===== config.mk =====
export PLATFORM = sky130hd
export DESIGN_NAME = uart_bus_arbiter
export DESIGN_NICKNAME = d
export VERILOG_FILES = /design/src/rtl/uart_bus_arbiter.sv
export SDC_FILE = /design/constraint.sdc
export NUM_CORES = 1
export LEC_CHECK = 0
export CAP_MARGIN = 10
export CORE_ASPECT_RATIO = 1.25
export CORE_MARGIN = 5
export CORE_UTILIZATION = 36
export DETAILED_ROUTE_END_ITERATION = 6
export PLACE_DENSITY = 0.7
export SLEW_MARGIN = 15
export SYNTH_ARGS = -nofsm -noshare
export SYNTH_HDL_FRONTEND = slang
export SYNTH_SLANG_ARGS = --single-unit
export TNS_END_PERCENT = 50

===== constraint.sdc =====
create_clock -name clk_i -period 3 [get_ports clk_i]
set_input_delay 0.75 -clock clk_i [delete_from_list [all_inputs] [get_ports clk_i]]
set_output_delay 0.75 -clock clk_i [all_outputs]
set_load 0.01 [all_outputs]

===== src/rtl/uart_bus_arbiter.sv =====
// uart_bus_arbiter: round-robin arbiter that shares one UART register bus between two requesters
module uart_bus_arbiter #(
   parameter int unsigned ACCESS_CYCLES  = 2,
   parameter int unsigned RECOVER_CYCLES = 1
) (
   input  logic       clk_i,
   input  logic       rst_n_i,
   input  logic [1:0] req_i,
   input  logic [1:0] we_i,
   input  logic [2:0] addr0_i,
   input  logic [2:0] addr1_i,
   input  logic [7:0] wdata0_i,
   input  logic [7:0] wdata1_i,
   output logic [1:0] gnt_o,
   output logic [1:0] done_o,
   output logic [7:0] rdata_o,
   output logic       chip_sel_n_o,
   output logic       read_write_o,
   output logic [2:0] address_o,
   output logic [7:0] data_o,
   input  logic [7:0] data_i
);
   typedef enum logic [1:0] {IDLE, ACCESS, RECOVER} state_t;
   state_t     state_q, state_d;
   logic [3:0] cnt_q;
   logic       last_q, owner_q, accept, sel, last_cyc;

   assign sel = gnt_o[1];

   always_comb begin
      gnt_o        = (rst_n_i && state_q == IDLE) ? ((req_i == 2'b11) ? (last_q ? 2'b01 : 2'b10) : req_i) : 2'b00;
      chip_sel_n_o = state_q != ACCESS;
   end

   always_comb begin
      accept   = |(req_i & gnt_o);
      last_cyc = cnt_q == 4'd1;
      state_d  = (state_q == IDLE) ? (accept ? ACCESS : IDLE) :
                 last_cyc ? ((state_q == ACCESS) ? RECOVER : IDLE) : state_q;
   end

   always_ff @(posedge clk_i) begin
      if (!rst_n_i) begin
         state_q      <= IDLE;
         cnt_q        <= 4'd0;
         last_q       <= 1'b1;
         owner_q      <= 1'b0;
         done_o       <= 2'b00;
         rdata_o      <= 8'h00;
         read_write_o <= 1'b1;
         address_o    <= 3'd0;
         data_o       <= 8'h00;
      end else begin
         state_q <= state_d;
         // counter reloads on every state change and counts down while busy
         cnt_q   <= (state_d != state_q) ?
                    ((state_d == ACCESS) ? 4'(ACCESS_CYCLES) : (state_d == RECOVER) ? 4'(RECOVER_CYCLES) : 4'd0) :
                    ((state_q == IDLE) ? cnt_q : cnt_q - 4'd1);
         done_o  <= (state_q == ACCESS && last_cyc) ? {owner_q, ~owner_q} : 2'b00;
         if (state_q == ACCESS && last_cyc) rdata_o <= read_write_o ? data_i : 8'h00;
         if (accept) begin
            owner_q      <= sel;
            last_q       <= sel;
            address_o    <= sel ? addr1_i : addr0_i;
            read_write_o <= ~we_i[sel];
            data_o       <= sel ? wdata1_i : wdata0_i;
         end
      end
   end
endmodule


---- Yosys cells after proc, flatten, opt, wreduce, memory -nomap -nowiden ----
Index checks and enable logic that the tools add are counted.
storage, ports and cells
  word-level logic and storage cells ...... 43
  register bits after elaboration ......... 30
  bits in read-only memories .............. 0
  memory bits (writable) .................. 0
  memories kept ........................... 0
  input port bits ......................... 36
  latch bits .............................. 0
operators by class
  muxes and demuxes ....................... 16
  add/sub/neg operators ................... 1
  equality and inequality tests ........... 8
  divide/modulo/power cells ............... 0
  shifts and indexed selects .............. 0
  reduce and logical (&&, ||, !) cells .... 5
  $mul .................................... 0
  bitwise gates (word level) .............. 3
  order comparisons ....................... 1
operator list
  kind                 count
  $mux 8               2
  $mux 2               7
  $mux 4               2
  $eq 2x1->1 const B   2
  $eq 2x2->1 const B   2
  $eq 4x1->1 const B   1
  $mux 1               4
  $ne 2x1->1 const B   2
  $sub 4x1->4 const B  1
  $mux 3               1
  $and 2x2->2          1
  $logic_and 1x1->1    2
  $logic_not 2->1      1
  $lt 1x2->1 const B   1
  $ne 2x2->1           1
  $not 1->1            2
  $reduce_and 2->1     1
  $reduce_or 2->1      1

---- Logic depth before layout (Yosys ltp) ----
Gate-level depths: netlist (run 1).
  word-level depth ........................ 11
  depth in mapped cells ................... 6
  mapped depth without buffers ............ 5

---- Least setup slack after synthesis (run 1) ----
No wires, ideal clock.
  path kind ............................... input -> output
  start ................................... input req_i[0]
  end ..................................... output gnt_o[0]
  setup slack ............................. 854 ps
  cell stages on the path ................. 2
  arrival ................................. 1,396 ps
  cell sequence ........................... or3b_2 > nor2_1
between the ends
  longest elaborated chain between the ends .. 3
RTL lines
  item                     line  text
  start: declaration       8     input logic [1:0] req_i,
  $eq 2x2->1               31    gnt_o = (rst_n_i && state_q == IDLE) ? ((req_i == 2'b11) ? (last_q ? 2'b01 : 2'b10) : req_i) : 2'b00;
  $mux 2 (*) (2 in a row)  31
  end: declaration         14    output logic [1:0] gnt_o,
Mark *: on every way between the ends. The rest lies on a longest branch, timed or not.

---- Final worst setup path (run 1) ----
Same ends and word-level chain as after synthesis.

==> metrics, run 1 <==
run status completed; total clock sinks 30; Critical Path AT around 2.1 ns; clk_lat worst skew between 0.2 and 0.3 ns; synth unique cells 37; most frequent cells after synthesis dfxtp_1 (30), o21ai_0 (16), a21oi_1 (13), nand3_1 (13), a311oi_1 (12); wire length on met2 slightly above 2000 um; die height approximately 80 um; Initial Util 37.1%; clk root buf clkbuf_8; area of the multi-input gates 698 sq um; crit path launch req_i[0]; Syn Inst Count 150; # port buffers 60; FFs w/ async S/R, synth 0%; Crit-path slowest cell clkdlybuf4s50_1; worst-path cell chain clkdlybuf4s50_1 -> or3b_2 -> nor2_1 -> dlygate4sd2_1; Lkg Pwr 0.784 nW; Final Cycle Share between 90% and 100%; I/O pins just over 60; Worst-path clk slew 0.06 ns; critical path endpoint category primary output; power density over cell area about 460 nW/um^2; Post-route DRC 0; post-route core utilization 56.2%; Max Clock Skew 0.00299 ns; initial antenna violation count 0; register area share after synthesis between 40% and 50%; Antenna Nets Post-Route 0; Layout Nets 251; grt total ovfl 0; syn nets roughly 190; CP Launch Type input pin; worst r2r dst rdata_o[0]; total power around 0.97 mW; Setup Crit Path Kind in -> out; wire length per cell 15.8 um; Cell Rows 25; Fill cells roughly 350; first-pass GRT wire length 6560 um; Req. time, crit path 2.25 ns; CTS Buf Count 5; ratio of cells with drive above 1 in the final layout between 10% and 20%; slowest stage delay, CP between 0.4 and 0.5 ns; max layer used met4; Final setup viols 0; R2R cell count 5; top cell type by total area after synthesis dfxtp_1; final RePlAce weighted congestion just over 0.7; relative slew slack roughly 54%; Seq. cell area between 600 and 700 sq um; Post-CTS Setup Bufs 0; M1 WL about 1700 um; Post-synth EDFFs 0; htree depth 2; Initial DRC Count 53; Avg Cell Area, Syn a little over 9 sq um; worst-case clock buffer depth 2; core area roughly 3800 sq um; register-to-register setup slack around 1.3 ns; top cells by area, synth dfxtp_1 (43%), a311oi_1 (7.6%), o21ai_0 (5.8%); Hold WC Path Type reg -> reg; drt first pass iters 4; vias in the first global route roughly 1400; Top FF cell, synth dfxtp_1; Via density around 5.6; via count roughly 1400; GR Util All Layers 16.2%; Post-DP HPWL 3040 um; largest net degree at the start of global routing 19; YS warnings 0; crit path to gnt_o[0]; post-synth top area share a little over two fifths; Tmin final approximately 2.9 ns; Max FO, Critical Path 2; Routed WL 3980 um; Slew @ Worst Pin between 0.6 and 0.7 ns; TritonCTS clock tree built; #FFs+latches synth 30; Slew Limit Fails 0; die area approximately 5200 sq um; synthesized area roughly 1400 sq um; Area Overhead vs Synth 51.5%; WL met3 roughly 230 um; die width ~66 um; Peak supply drop between 0.2 and 0.25 mV; FMAX about 350 MHz; worst r2r src cnt_q[1]; n_diodes 0; RSZ-0062 raised after global routing no; most common cell in the netlist dfxtp_1; Max Cap Violations 0; Fin. Hold Viols 0
## cells by family (layout without fill, tap and decap cells)
kind of cell | count (synthesis) | after routing | share of synthesized area (%)
and+or+nand+nor | 39 | 39 | 16.5
buffers and inverters | 17 | 79 | 6.65
AOI/OAI and AO/OA | 62 | 62 | 31.9
DFF | 30 | 30 | 43.2
adders and majority gates | 2 | 2 | 1.80
## state kept, by name, indices dropped and copies added (netlist names)
signal	cells
owner_q	1
read_write_o	1
cnt_q	4
rdata_o	8
state_q	2
data_o	8
address_o	3
done_o	2
last_q	1
## routing by layer
| metal | up-vias | global-route usage [%] |
|---|---|---|
| met2 | 50 | 27.0 |
| met4 | 0 | 5.39 |
| li1 | 690 | - |
| met3 | 6 | 4.51 |
| met1 | 660 | 19.9 |
| met5 | - | 0 |
## timing repair
action	CTS	global route
hold buffers	0	0
resized for setup	2	0
setup endpoints to repair	2	0
## how the worst min path moves through the flow
stage / from / endpoint / slack, ns / cells after the start
6_report: owner_q / done_o[0] / 0.47 / 1
5_1_grt: owner_q / done_o[1] / 0.49 / 2
4_1_cts: owner_q / done_o[1] / 0.47 / 2
3_5_place_dp: owner_q / done_o[0] / 0.46 / 1
3_3_place_gp: owner_q / done_o[1] / 0.46 / 2
2_1_floorplan: owner_q / done_o[0] / 0.41 / 1
## final cells by class
cell class / count / area share (%)
tap: 40 / 2.37
timing repair buffer: 68 / 31.2
clock buffer: 6 / 3.92
multi-input combinational: 103 / 33.1
inverter: 5 / 0.890
sequential: 30 / 28.5
## layout by cell type, fill, tap and decap left out, drive strengths merged, types with 2 or more instances in the layout
| cell | n |
|---|---|
| or3 | 3 |
| ha | 2 |
| inv | 5 |
| dlygate4sd2 | 2 |
| a311oi | 12 |
| clkbuf | 6 |
| or3b | 2 |
| a21oi | 13 |
| dfxtp | 30 |
| a211oi | 2 |
| buf | 8 |
| nand3 | 13 |
| a22o | 9 |
| clkdlybuf4s50 | 58 |
| nor3 | 2 |
| o21a | 3 |
| nand2 | 6 |
| o21ai | 16 |
| nor2 | 8 |
## stage by stage
stage	setup TNS, ns	hold slack (ns)	instances	instance area (sq um)	setup WS (ns)
after floorplan	0	0.411	150	1390	0.854
after global placement	-0.199	0.455	246	2030	-0.169
after detailed placement	-0.188	0.459	246	2030	-0.167
after CTS	0	0.474	252	2110	0.111
after global routing	0	0.486	252	2110	0.0791
final	0	0.475	252	2110	0.117
## worst max-delay path, delay by kind of cell
| family | cells | cell delay, ns |
|---|---|---|
| buffers and inverters | 2 | 0.76 |
| AND/OR/NAND/NOR | 2 | 0.62 |
## power by group
group | switching [mW] | internal (mW)
logic | 0.100 | 0.121
clock network | 0.132 | 0.176
registers | 0.0190 | 0.422
total | 0.251 | 0.720
Power figures use the tool's default switching activity.
==> run 2, diff against run 1 <==
- CORE_MARGIN: 5 -> unset
- GPL_ROUTABILITY_DRIVEN: unset -> 0
- GPL_TIMING_DRIVEN: unset -> 0
==> run 2 against run 1 <==
Against the previous run: largest cell class unchanged; register-to-register slack about the same; cell area about the same; die area decreased by 21%; largest power group unchanged; cell count increased by 1.2%; routed wire length decreased by 5.3%; non-clock buffer count increased by 3; worst setup slack improved by 0.094 ns; first-iteration DRC count decreased by 40%; clock skew increased by 0.0037 ns; global-route usage increased by 3.4 points; the run now ends with DRC left.
==> metrics, run 2 (synthesis gave the netlist of run 1 again) <==
Worst-path clk slew 0.06 ns (about the same); worst-path cell chain clkbuf_2 -> or3b_2 -> nor2_1 -> clkdlybuf4s50_1 (was clkdlybuf4s50_1 -> or3b_2 -> nor2_1 -> dlygate4sd2_1); die width 57.6 um (was 65.6 um); Layout Cells excl Fill 255 (was 252); highest-count cells in the layout ignoring fill and taps clkdlybuf4s50_1 (56), dfxtp_1 (30), o21ai_0 (16) (was clkdlybuf4s50_1 (58), dfxtp_1 (30), o21ai_0 (16)); run status finished, violations left (was completed); total clock sinks 30 (unchanged); Final Instance Area 2110 sq um (about the same); critical path endpoint category primary output (unchanged); ratio of cells with drive above 1 in the final layout 13.9% (was 11.8%); n_diodes 0 (unchanged); slowest stage delay, CP 0.54 ns (was 0.47 ns); Tmin final 2.79 ns (was 2.88 ns); worst r2r src cnt_q[0] (was cnt_q[1]); crit path launch req_i[0] (unchanged); wire length per cell 14.8 um (was 15.8 um); Crit-path slowest cell clkdlybuf4s50_1 (unchanged); Top Registers data_o (8), rdata_o (8), cnt_q (4) (unchanged); Area Overhead vs Synth 51.4% (was 51.5%); Routed WL 3770 um (was 3980 um); via count 1425 (was 1406); Post-Place Cells 248 (was 246); drt first pass iters 6 (was 4); Initial DRC Count 32 (was 53); CP Launch Type input pin (unchanged); WHS 0.453 ns (was 0.475 ns); worst-case clock buffer depth 2 (unchanged); most common cell after layout, fill and taps aside clkdlybuf4s50_1 (unchanged); core area 3600 sq um (was 3750 sq um); TritonCTS clock tree built (unchanged); # port buffers 59 (was 60); Antenna Nets Post-Route 0 (unchanged); CTS Buf Count 5 (unchanged); failing checks DRC; initial antenna violation count 0 (unchanged); die area 4120 sq um (was 5220 sq um); I/O pins 61 (unchanged); Critical Path AT 2.04 ns (was 2.13 ns); clk_lat worst skew 0.28 ns (was 0.27 ns); GR Util All Layers 19.6% (was 16.2%); Final Cycle Share 93.0% (was 96.1%); R2R cell count 5 (unchanged); grt total ovfl 0 (unchanged); Lkg Pwr 0.806 nW (was 0.784 nW); first-pass GRT wire length 6290 um (was 6560 um); Initial Util 38.6% (was 37.1%); register-to-register setup slack 1.33 ns (was 1.32 ns); Final setup viols 0 (unchanged); Placed Area 2030 sq um (about the same); vias in the first global route 1480 (was 1352); die height 71.5 um (was 79.5 um); Max Cap Violations 0 (unchanged); Fin. Hold Viols 0 (unchanged); Peak supply drop 0.237 mV (was 0.229 mV); clk root buf clkbuf_8 (unchanged); Max FO, Critical Path 6 (was 2); htree depth 2 (unchanged); Setup Crit Path Kind in -> out (unchanged); post-placement worst setup slack -0.242 ns (was -0.167 ns); Hold WC Path Type reg -> reg (unchanged); Cell Rows 24 (was 25); Setup WS post-layout 0.211 ns (was 0.117 ns); Post-CTS Setup Bufs 0 (unchanged); RSZ-0062 raised after global routing no (unchanged); Layout Nets 254 (was 251); total power 0.964 mW (was 0.971 mW); Slew Limit Fails 0 (unchanged); power density over cell area 458 nW/um^2 (was 461 nW/um^2); Max Clock Skew 0.00669 ns (was 0.00299 ns); crit path to gnt_o[0] (unchanged); Slew @ Worst Pin 0.503 ns (was 0.696 ns); worst r2r dst rdata_o[5] (was rdata_o[0]); largest net degree at the start of global routing 11 (was 19); relative slew slack 66.4% (was 53.6%); Req. time, crit path 2.25 ns (about the same); Post-DP HPWL 2960 um (was 3040 um); Via density 5.59 (was 5.58); FMAX 359 MHz (was 347 MHz); Post-route DRC 1 (was 0)
==> run 2: changes by cell type in the layout (fill, tap and decap cells not counted), moves of 2 or more <==
cell	change
buf_2	+4
buf_4	-4
clkbuf_2	+3
clkdlybuf4s50_1	-2
clkinv_2	+2
==> run 2: worst min path at each step <==
stage	startpoint	end	slack [ns]	cells past startpoint
after detailed placement	owner_q	done_o[0]	0.44	1
after global placement	owner_q	done_o[0]	0.45	1
after global routing	owner_q	done_o[0]	0.47	1
after CTS	owner_q	done_o[0]	0.45	1
after floorplan	owner_q	done_o[0]	0.41	1
final	owner_q	done_o[0]	0.45	1
==> run 2: power by group <==
part	leakage [nW]	total, mW	internal [mW]	switching (mW)
clock	0.0438	0.302	0.155	0.147
sequential	0.245	0.437	0.422	0.0148
combinational	0.517	0.226	0.121	0.105
==> run 2: cell type report <==
type | instances | area [sq um]
Timing Repair Buffer | 59 | 587
Clock inverter | 2 | 10.0
Multi-Input combinational cell | 103 | 698
Clock buffer | 5 | 68.8
Buffer | 12 | 75.1
Fill cell | 333 | 1500
Sequential cell | 30 | 601
Tap cell | 39 | 48.8
Inverter | 5 | 18.8
==> run 2: per-stage QoR <==
step / utilization (%) / setup TNS [ns]
floorplan: - / 0
global placement: 56.4 / -0.425
detailed placement: 56.4 / -0.431
CTS: 58.5 / 0
global route: 58.5 / 0
finish: 58.5 / 0
==> run 2: metal layers <==
layer	up-vias	GRT usage, %	part of all wire [%]
met2	50	35.7	53
met3	7	8.12	7.1
met4	0	6.50	1.6
met5	-	0	0
met1	669	19.8	39
li1	699	-	-
==> run 2: worst max-delay path: cells and delay by family <==
family | cells | cell delay, ns
buffers and inverters | 2 | 0.68
and+or+nand+nor | 2 | 0.61
==> run 2: what timing repair did <==
| action | in CTS | in global routing |
|---|---|---|
| hold buffers | 0 | 0 |
| setup endpoints to repair | 2 | 2 |
| resized for setup | 3 | 3 |
